`src/rtl/parking_todo_queue_if.sv`:
```
// Request/job bus between the car-request pins, the intake queue and the
// elevator controller. The master drives requests and todo_done; the slave
// (the queue) presents the pending job and its status flags.
interface parking_todo_queue_if #(
    parameter int PLATE_W = 16
);
    // Request side
    logic [PLATE_W-1:0] license_plate;
    logic               in_mode;
    logic               out_mode;
    logic               leakage;
    logic [2:0]         leakage_floor;
    logic               todo_done;

    // Presented job and status
    logic               todo_exists;
    logic               todo_in;
    logic               todo_out;
    logic               todo_leak_move;
    logic [PLATE_W-1:0] todo_license_plate;
    logic [2:0]         todo_leak_floor;
    logic [4:0]         queue_count;
    logic               overflow;
    logic               req_error;

    modport master (
        output license_plate, in_mode, out_mode, leakage, leakage_floor, todo_done,
        input  todo_exists, todo_in, todo_out, todo_leak_move,
               todo_license_plate, todo_leak_floor, queue_count, overflow, req_error
    );

    modport slave (
        input  license_plate, in_mode, out_mode, leakage, leakage_floor, todo_done,
        output todo_exists, todo_in, todo_out, todo_leak_move,
               todo_license_plate, todo_leak_floor, queue_count, overflow, req_error
    );
endinterface

```
`src/rtl/parking_todo_queue.sv`:
```
// Parking request intake buffer.
// Captures entry/exit request pulses into an ordered FIFO and leakage alarms
// into a single priority slot, and presents exactly one pending job (leak
// first, else FIFO head) to the elevator controller, which retires it with
// todo_done.
// Optional: define PARKING_TODO_DEDUP_EN to reject pushes that duplicate an
// entry already waiting in the FIFO.
module parking_todo_queue #(
    parameter int DEPTH   = 8,
    parameter int PLATE_W = 16
) (
    input  logic                 clock,
    input  logic                 reset,
    parking_todo_queue_if.slave  bus
);
    localparam int             PTR_W      = $clog2(DEPTH);
    localparam logic [4:0]     FULL_COUNT = 5'(DEPTH);

    typedef struct packed {
        logic               is_out;
        logic [PLATE_W-1:0] plate;
    } entry_t;

    entry_t             mem [DEPTH];
    logic [PTR_W-1:0]   rd_ptr;
    logic [PTR_W-1:0]   wr_ptr;
    logic [4:0]         count;
    logic               leak_full;
    logic [2:0]         leak_floor_q;
    logic               overflow_q;
    logic               req_error_q;

    entry_t             new_entry;
    entry_t             head;
    logic               req_valid;
    logic               req_bad;
    logic               leak_bad;
    logic               leak_load;
    logic               dup_hit;
    logic               pop_leak;
    logic               pop_fifo;
    logic               can_push;
    logic               do_push;
    logic               drop;

    // Classify this cycle's request, pop and leak events.
    // NOTE: every signal assigned here gets a value on every path, so no latch is inferred.
    always_comb begin
        new_entry = '{is_out: bus.out_mode, plate: bus.license_plate};
        req_valid = (bus.in_mode ^ bus.out_mode) && (bus.license_plate != '0);
        req_bad   = (bus.in_mode | bus.out_mode) && !req_valid;
        leak_bad  = bus.leakage && (bus.leakage_floor == 3'd0);
        leak_load = bus.leakage && (bus.leakage_floor != 3'd0) && !leak_full;
        // The leak slot shadows the FIFO, so a pop retires only one of them.
        pop_leak  = bus.todo_done && leak_full;
        pop_fifo  = bus.todo_done && !leak_full && (count != 5'd0);
        // A pop on the same edge frees the slot the push needs.
        can_push  = (count != FULL_COUNT) || pop_fifo;
        do_push   = req_valid && !dup_hit && can_push;
        drop      = req_valid && !dup_hit && !can_push;
    end

`ifdef PARKING_TODO_DEDUP_EN
    // Compare the incoming request against every occupied FIFO slot.
    always_comb begin
        dup_hit = 1'b0;
        for (int i = 0; i < DEPTH; i++) begin
            if ((5'(PTR_W'(PTR_W'(i) - rd_ptr)) < count) && (mem[i] == new_entry)) begin
                dup_hit = 1'b1;
            end
        end
    end
`else
    assign dup_hit = 1'b0;
`endif

    // FIFO storage write port.
    // NOTE: storage is not reset; only the pointers and count are, which is enough to mark it empty.
    always_ff @(posedge clock) begin
        if (reset && do_push) begin
            mem[wr_ptr] <= new_entry;
        end
    end

    // Pointers, occupancy, leak slot and status flags.
    // NOTE: sequential state uses non-blocking assignments so every register samples pre-edge values.
    always_ff @(posedge clock) begin
        if (!reset) begin
            rd_ptr       <= '0;
            wr_ptr       <= '0;
            count        <= '0;
            leak_full    <= 1'b0;
            leak_floor_q <= '0;
            overflow_q   <= 1'b0;
            req_error_q  <= 1'b0;
        end else begin
            if (do_push) begin
                wr_ptr <= wr_ptr + 1'b1;
            end
            if (pop_fifo) begin
                rd_ptr <= rd_ptr + 1'b1;
            end
            count <= count + 5'(do_push) - 5'(pop_fifo);

            // The slot cannot reload on its pop edge, so a held alarm re-arms one edge later.
            if (pop_leak) begin
                leak_full    <= 1'b0;
                leak_floor_q <= '0;
            end else if (leak_load) begin
                leak_full    <= 1'b1;
                leak_floor_q <= bus.leakage_floor;
            end

            if (drop) begin
                overflow_q <= 1'b1;
            end
            req_error_q <= req_bad || leak_bad || (req_valid && dup_hit);
        end
    end

    // Present the leak job if pending, else the FIFO head, else nothing.
    always_comb begin
        head                   = mem[rd_ptr];
        bus.todo_in            = 1'b0;
        bus.todo_out           = 1'b0;
        bus.todo_leak_move     = 1'b0;
        bus.todo_license_plate = '0;
        bus.todo_leak_floor    = '0;
        if (leak_full) begin
            bus.todo_leak_move  = 1'b1;
            bus.todo_leak_floor = leak_floor_q;
        end else if (count != 5'd0) begin
            bus.todo_in            = !head.is_out;
            bus.todo_out           = head.is_out;
            bus.todo_license_plate = head.plate;
        end
        bus.todo_exists = leak_full || (count != 5'd0);
        bus.queue_count = count;
        bus.overflow    = overflow_q;
        bus.req_error   = req_error_q;
    end
endmodule

```
`src/flat_wrapper.sv`:
```
// flat-port wrapper written by rule: the top's interface ports become plain ports
module parking_todo_queue_flat 
#(
    parameter int DEPTH   = 8,
    parameter int PLATE_W = 16
)
  (clock, reset, bus_license_plate, bus_in_mode, bus_out_mode, bus_leakage, bus_leakage_floor, bus_todo_done, bus_todo_exists, bus_todo_in, bus_todo_out, bus_todo_leak_move, bus_todo_license_plate, bus_todo_leak_floor, bus_queue_count, bus_overflow, bus_req_error);
  parking_todo_queue_if #(.PLATE_W(PLATE_W)) bus_i ();
  input  logic clock;
  input  logic reset;
  input wire logic [$bits(bus_i.license_plate)-1:0] bus_license_plate;
  input wire logic [$bits(bus_i.in_mode)-1:0] bus_in_mode;
  input wire logic [$bits(bus_i.out_mode)-1:0] bus_out_mode;
  input wire logic [$bits(bus_i.leakage)-1:0] bus_leakage;
  input wire logic [$bits(bus_i.leakage_floor)-1:0] bus_leakage_floor;
  input wire logic [$bits(bus_i.todo_done)-1:0] bus_todo_done;
  output wire logic [$bits(bus_i.todo_exists)-1:0] bus_todo_exists;
  output wire logic [$bits(bus_i.todo_in)-1:0] bus_todo_in;
  output wire logic [$bits(bus_i.todo_out)-1:0] bus_todo_out;
  output wire logic [$bits(bus_i.todo_leak_move)-1:0] bus_todo_leak_move;
  output wire logic [$bits(bus_i.todo_license_plate)-1:0] bus_todo_license_plate;
  output wire logic [$bits(bus_i.todo_leak_floor)-1:0] bus_todo_leak_floor;
  output wire logic [$bits(bus_i.queue_count)-1:0] bus_queue_count;
  output wire logic [$bits(bus_i.overflow)-1:0] bus_overflow;
  output wire logic [$bits(bus_i.req_error)-1:0] bus_req_error;
  assign bus_i.license_plate = bus_license_plate;
  assign bus_i.in_mode = bus_in_mode;
  assign bus_i.out_mode = bus_out_mode;
  assign bus_i.leakage = bus_leakage;
  assign bus_i.leakage_floor = bus_leakage_floor;
  assign bus_i.todo_done = bus_todo_done;
  assign bus_todo_exists = bus_i.todo_exists;
  assign bus_todo_in = bus_i.todo_in;
  assign bus_todo_out = bus_i.todo_out;
  assign bus_todo_leak_move = bus_i.todo_leak_move;
  assign bus_todo_license_plate = bus_i.todo_license_plate;
  assign bus_todo_leak_floor = bus_i.todo_leak_floor;
  assign bus_queue_count = bus_i.queue_count;
  assign bus_overflow = bus_i.overflow;
  assign bus_req_error = bus_i.req_error;
  parking_todo_queue #(.DEPTH(DEPTH), .PLATE_W(PLATE_W)) u_core (.clock(clock), .reset(reset), .bus(bus_i));
endmodule
```
`config.mk`:
```
export PLATFORM = sky130hd
export DESIGN_NAME = parking_todo_queue_flat
export DESIGN_NICKNAME = d
export VERILOG_FILES = /design/src/rtl/parking_todo_queue_if.sv /design/src/rtl/parking_todo_queue.sv /design/src/flat_wrapper.sv
export SDC_FILE = /design/constraint.sdc
export NUM_CORES = 1
export LEC_CHECK = 0
export CAP_MARGIN = 30
export CORE_MARGIN = 2
export CORE_UTILIZATION = 30
export DETAILED_ROUTE_END_ITERATION = 7
export DONT_BUFFER_PORTS = 1
export PLACE_DENSITY = 0.46
export SYNTH_ARGS = -nofsm -noshare
export SYNTH_HDL_FRONTEND = slang
export SYNTH_SLANG_ARGS = --single-unit
```
`constraint.sdc`:
```
create_clock -name clock -period 10.3 [get_ports clock]
set_input_delay 2.06 -clock clock [delete_from_list [all_inputs] [get_ports clock]]
set_output_delay 2.06 -clock clock [all_outputs]
set_load 0.05 [all_outputs]
```
==> key figures <==
Final layout
  – Multi-input logic area: roughly 0.0017 mm^2
  – Synth-to-layout area growth: 15.4%
  – Reg area: 0.00449 mm^2
  – Final Cell Area: 0.00733 mm^2
  – Fillers: 1985
  – Final nets: between 300 and 400
  – Diode count: 0
  – Non-filler cells, final: 645
  – Share of layout cells above drive strength 1: 16.8%
  – Util after Layout: 35.1%

Route
  – DR pass1 iterations: 4
  – Starting DRT DRC Count: slightly above 100
  – Routed Antenna Nets: 0
  – Drt drc: 0
  – Final wirelength: 13100 um
  – Vias/cell: between 4 and 5
  – Routed via count: 3079
  – Routed len/inst: 20.3 um

GRT
  – Vias in the first global route: 3310
  – All-Layer GR Usage: between 10% and 20%
  – Antenna violations before repair: 0
  – Overflow left after global routing: 0
  – First-pass GRT wire length: 19800 um
  – Largest net degree at the start of global routing: 35

Floorplan
  – Row count: 53
  – Die height: 149 um
  – Core area: ~0.021 mm^2
  – Starting Density: 30.4%
  – Die X-Extent: around 150 um
  – Ports: 55
  – Die ar.: around 0.022 mm^2

Place
  – Placed cell area: 0.00672 mm^2
  – Placed cell count: a little over 600
  – Pre-CTS WS: 5560 ps
  – Final GP Congestion: roughly 0.7
  – Port Buffers: 0
  – DP HPWL: 7580 um

Clock tree
  – Post-cts sizing count: 0
  – Clock sinks: 156
  – Root Buffer: clkbuf_16
  – H-tree levels: 4
  – Post-CTS Setup Inserts: 0
  – Clock Path Buffers: 2
  – Hold buffer count at CTS: 0
  – CTS tree: done
  – Clock-pin slew of the registers on the worst-case setup and hold paths: around 60 ps
  – Clk Latency, worst-skew pair: 410 ps
  – CTS buffer count: 17

STA
  – Post-layout min period: 5130 ps
  – Count of final hold-check violations: 0
  – Setup-failing EPs final: 0
  – Fmax: roughly 0.19 GHz
  – Hold Slack: 511 ps
  – Fin. max-slew vios: 0
  – Rel. slew slack: approximately two fifths
  – Final worst-path cycle share: ~50%
  – Worst Slack Setup Final: between 5000 and 6000 ps
  – Setup_tns: 0 ps
  – RSZ-0062 raised after global routing: no
  – Slew @ Worst Pin: 923 ps
  – Final clock skew: 9.71 ps

Setup path
  – CP Capture Type: primary output
  – CP Class: register to primary output
  – Max FO, Critical Path: 19
  – Cells on worst reg2reg path: 13
  – CP arrival: 3070 ps
  – CP Launch Type: register
  – Critical Path RT: 8240 ps

Yosys
  – Register area share after synthesis: 70.6%
  – Yosys reg bits: roughly 160
  – Ys flop type: edfxtp_1
  – Syn Area/Cell: 18.7 um^2
  – Post-synth EDFFs: 136
  – Synth cell types: 36
  – Gate Count Post-Synth: 340
  – Synth warn: 0
  – Mapped cell area: 0.00635 mm^2
  – Post-synth ARST share: 0%
  – Mapped Nets: 376

Min path
  – Hold Crit Class: register to register
  – Hold depth: 2

Job
  – Max-Cap Viols: 0

Power and ir drop
  – Peak supply drop: approximately 0.15 mV
  – Leakage: around 2.4 nW
  – Overall power: about 1.8 mW
  – P per Cell Area: 250 mW/mm^2

Run status
  – Status: finished clean
report_power, final:
part | internal [mW] | switching, mW | total (mW)
Combinational | 0.133 | 0.281 | 0.414
Clock | 0.403 | 0.237 | 0.640
Sequential | 0.722 | 0.0535 | 0.776
worst max-delay path, stage by stage (launching register included):
cell and delay [ps]:
dfxtp_1 670, inv_1 180, ha_1 280, nor4b_2 190, or2_2 530, nor2_1 790
placed cells by master, fill, tap and decap left out, types with 2 or more instances in the layout:
cell type / synthesis / layout
edfxtp_1: 136 / 136
nor2_1: 30 / 30
mux2i_1: 23 / 23
mux4_1: 22 / 22
dfxtp_1: 20 / 19
clkbuf_16: 0 / 17
inv_1: 15 / 15
mux4_2: 12 / 12
buf_4: 2 / 11
ha_1: 10 / 10
nand2_1: 7 / 7
nor3_1: 9 / 5
nor4_1: 7 / 4
and2_1: 4 / 4
nor3_2: 0 / 4
clkinv_1: 1 / 4
a21oi_1: 4 / 4
xnor2_1: 4 / 4
bufinv_16: 0 / 4
nand4_1: 3 / 3
nor4_2: 0 / 3
nand2b_1: 3 / 3
o21ai_0: 3 / 3
clkinv_2: 0 / 3
clkbuf_1: 2 / 2
clkinv_4: 0 / 2
cell families (layout without fill, tap and decap cells):
family                     after synthesis  after routing  synth area share (%)
AOI/OAI and AO/OA                       13             13                  1.60
muxes                                   57             57                  17.0
adders and majority gates               11             11                  2.29
buffers and inverters                   29             59                  2.40
xor gates and xnor gates                 5              5                 0.690
DFF                                    156            156                  70.6
and+or+nand+nor                         69             69                  5.38
cell usage after synthesis (all sizes together), types with 2 or more instances:
cell / instances / area, um^2
buf: 11 / 85.1
a21oi: 4 / 20.0
dfxtp: 20 / 400
nand2b: 3 / 18.8
xnor2: 4 / 35.0
nor4: 7 / 43.8
edfxtp: 136 / 4080
mux2i: 23 / 230
nand4: 3 / 18.8
o21ai: 3 / 15.0
mux4: 34 / 848
inv: 15 / 56.3
nand2: 7 / 26.3
nor2: 30 / 113
nor3: 9 / 45.0
clkbuf: 2 / 7.51
and2: 4 / 25.0
nand3: 2 / 15.0
ha: 10 / 125
area by class of cell:
type / instances / area share [%]
inverters: 16 / 0.820
well taps: 275 / 4.70
repair buffers: 11 / 1.13
flip-flops and latches: 156 / 61.2
clock buffers: 19 / 5.91
multi-input cells: 155 / 23.9
clock inverters: 13 / 2.36
final timing paths:
| check | from | endpoint | slack [ps] |
|---|---|---|---|
| max reg2reg | u_core.bus.queue_count[2]$_SDFF_PN0_ | u_core.bus.queue_count[4]$_SDFF_PN0_ | 6940 |
| min reg2reg | u_core.rd_ptr[1]$_SDFFE_PN0P_ | register | 510 |
| max | u_core.bus.queue_count[2]$_SDFF_PN0_ | bus_todo_license_plate[3] | 5170 |
| min | u_core.rd_ptr[1]$_SDFFE_PN0P_ | register | 510 |
flip-flops by register name, indices dropped and copies added, names as in the netlist, named ones only:
name,flops
u_core.bus.overflow,1
u_core.bus.queue_count,5
u_core.bus.req_error,1
u_core.leak_floor_q,3
u_core.leak_full,1
u_core.mem,136
u_core.rd_ptr,3
u_core.wr_ptr,3
layer usage:
metal	vias to the layer above	global-route usage [%]	wire length, um
li1	1400	-	-
met1	1602	16.5	6060
met2	68	19.2	6050
met3	9	4.76	857
met4	0	3.29	107
met5	-	0	0
(Power assumes the default switching activity.)
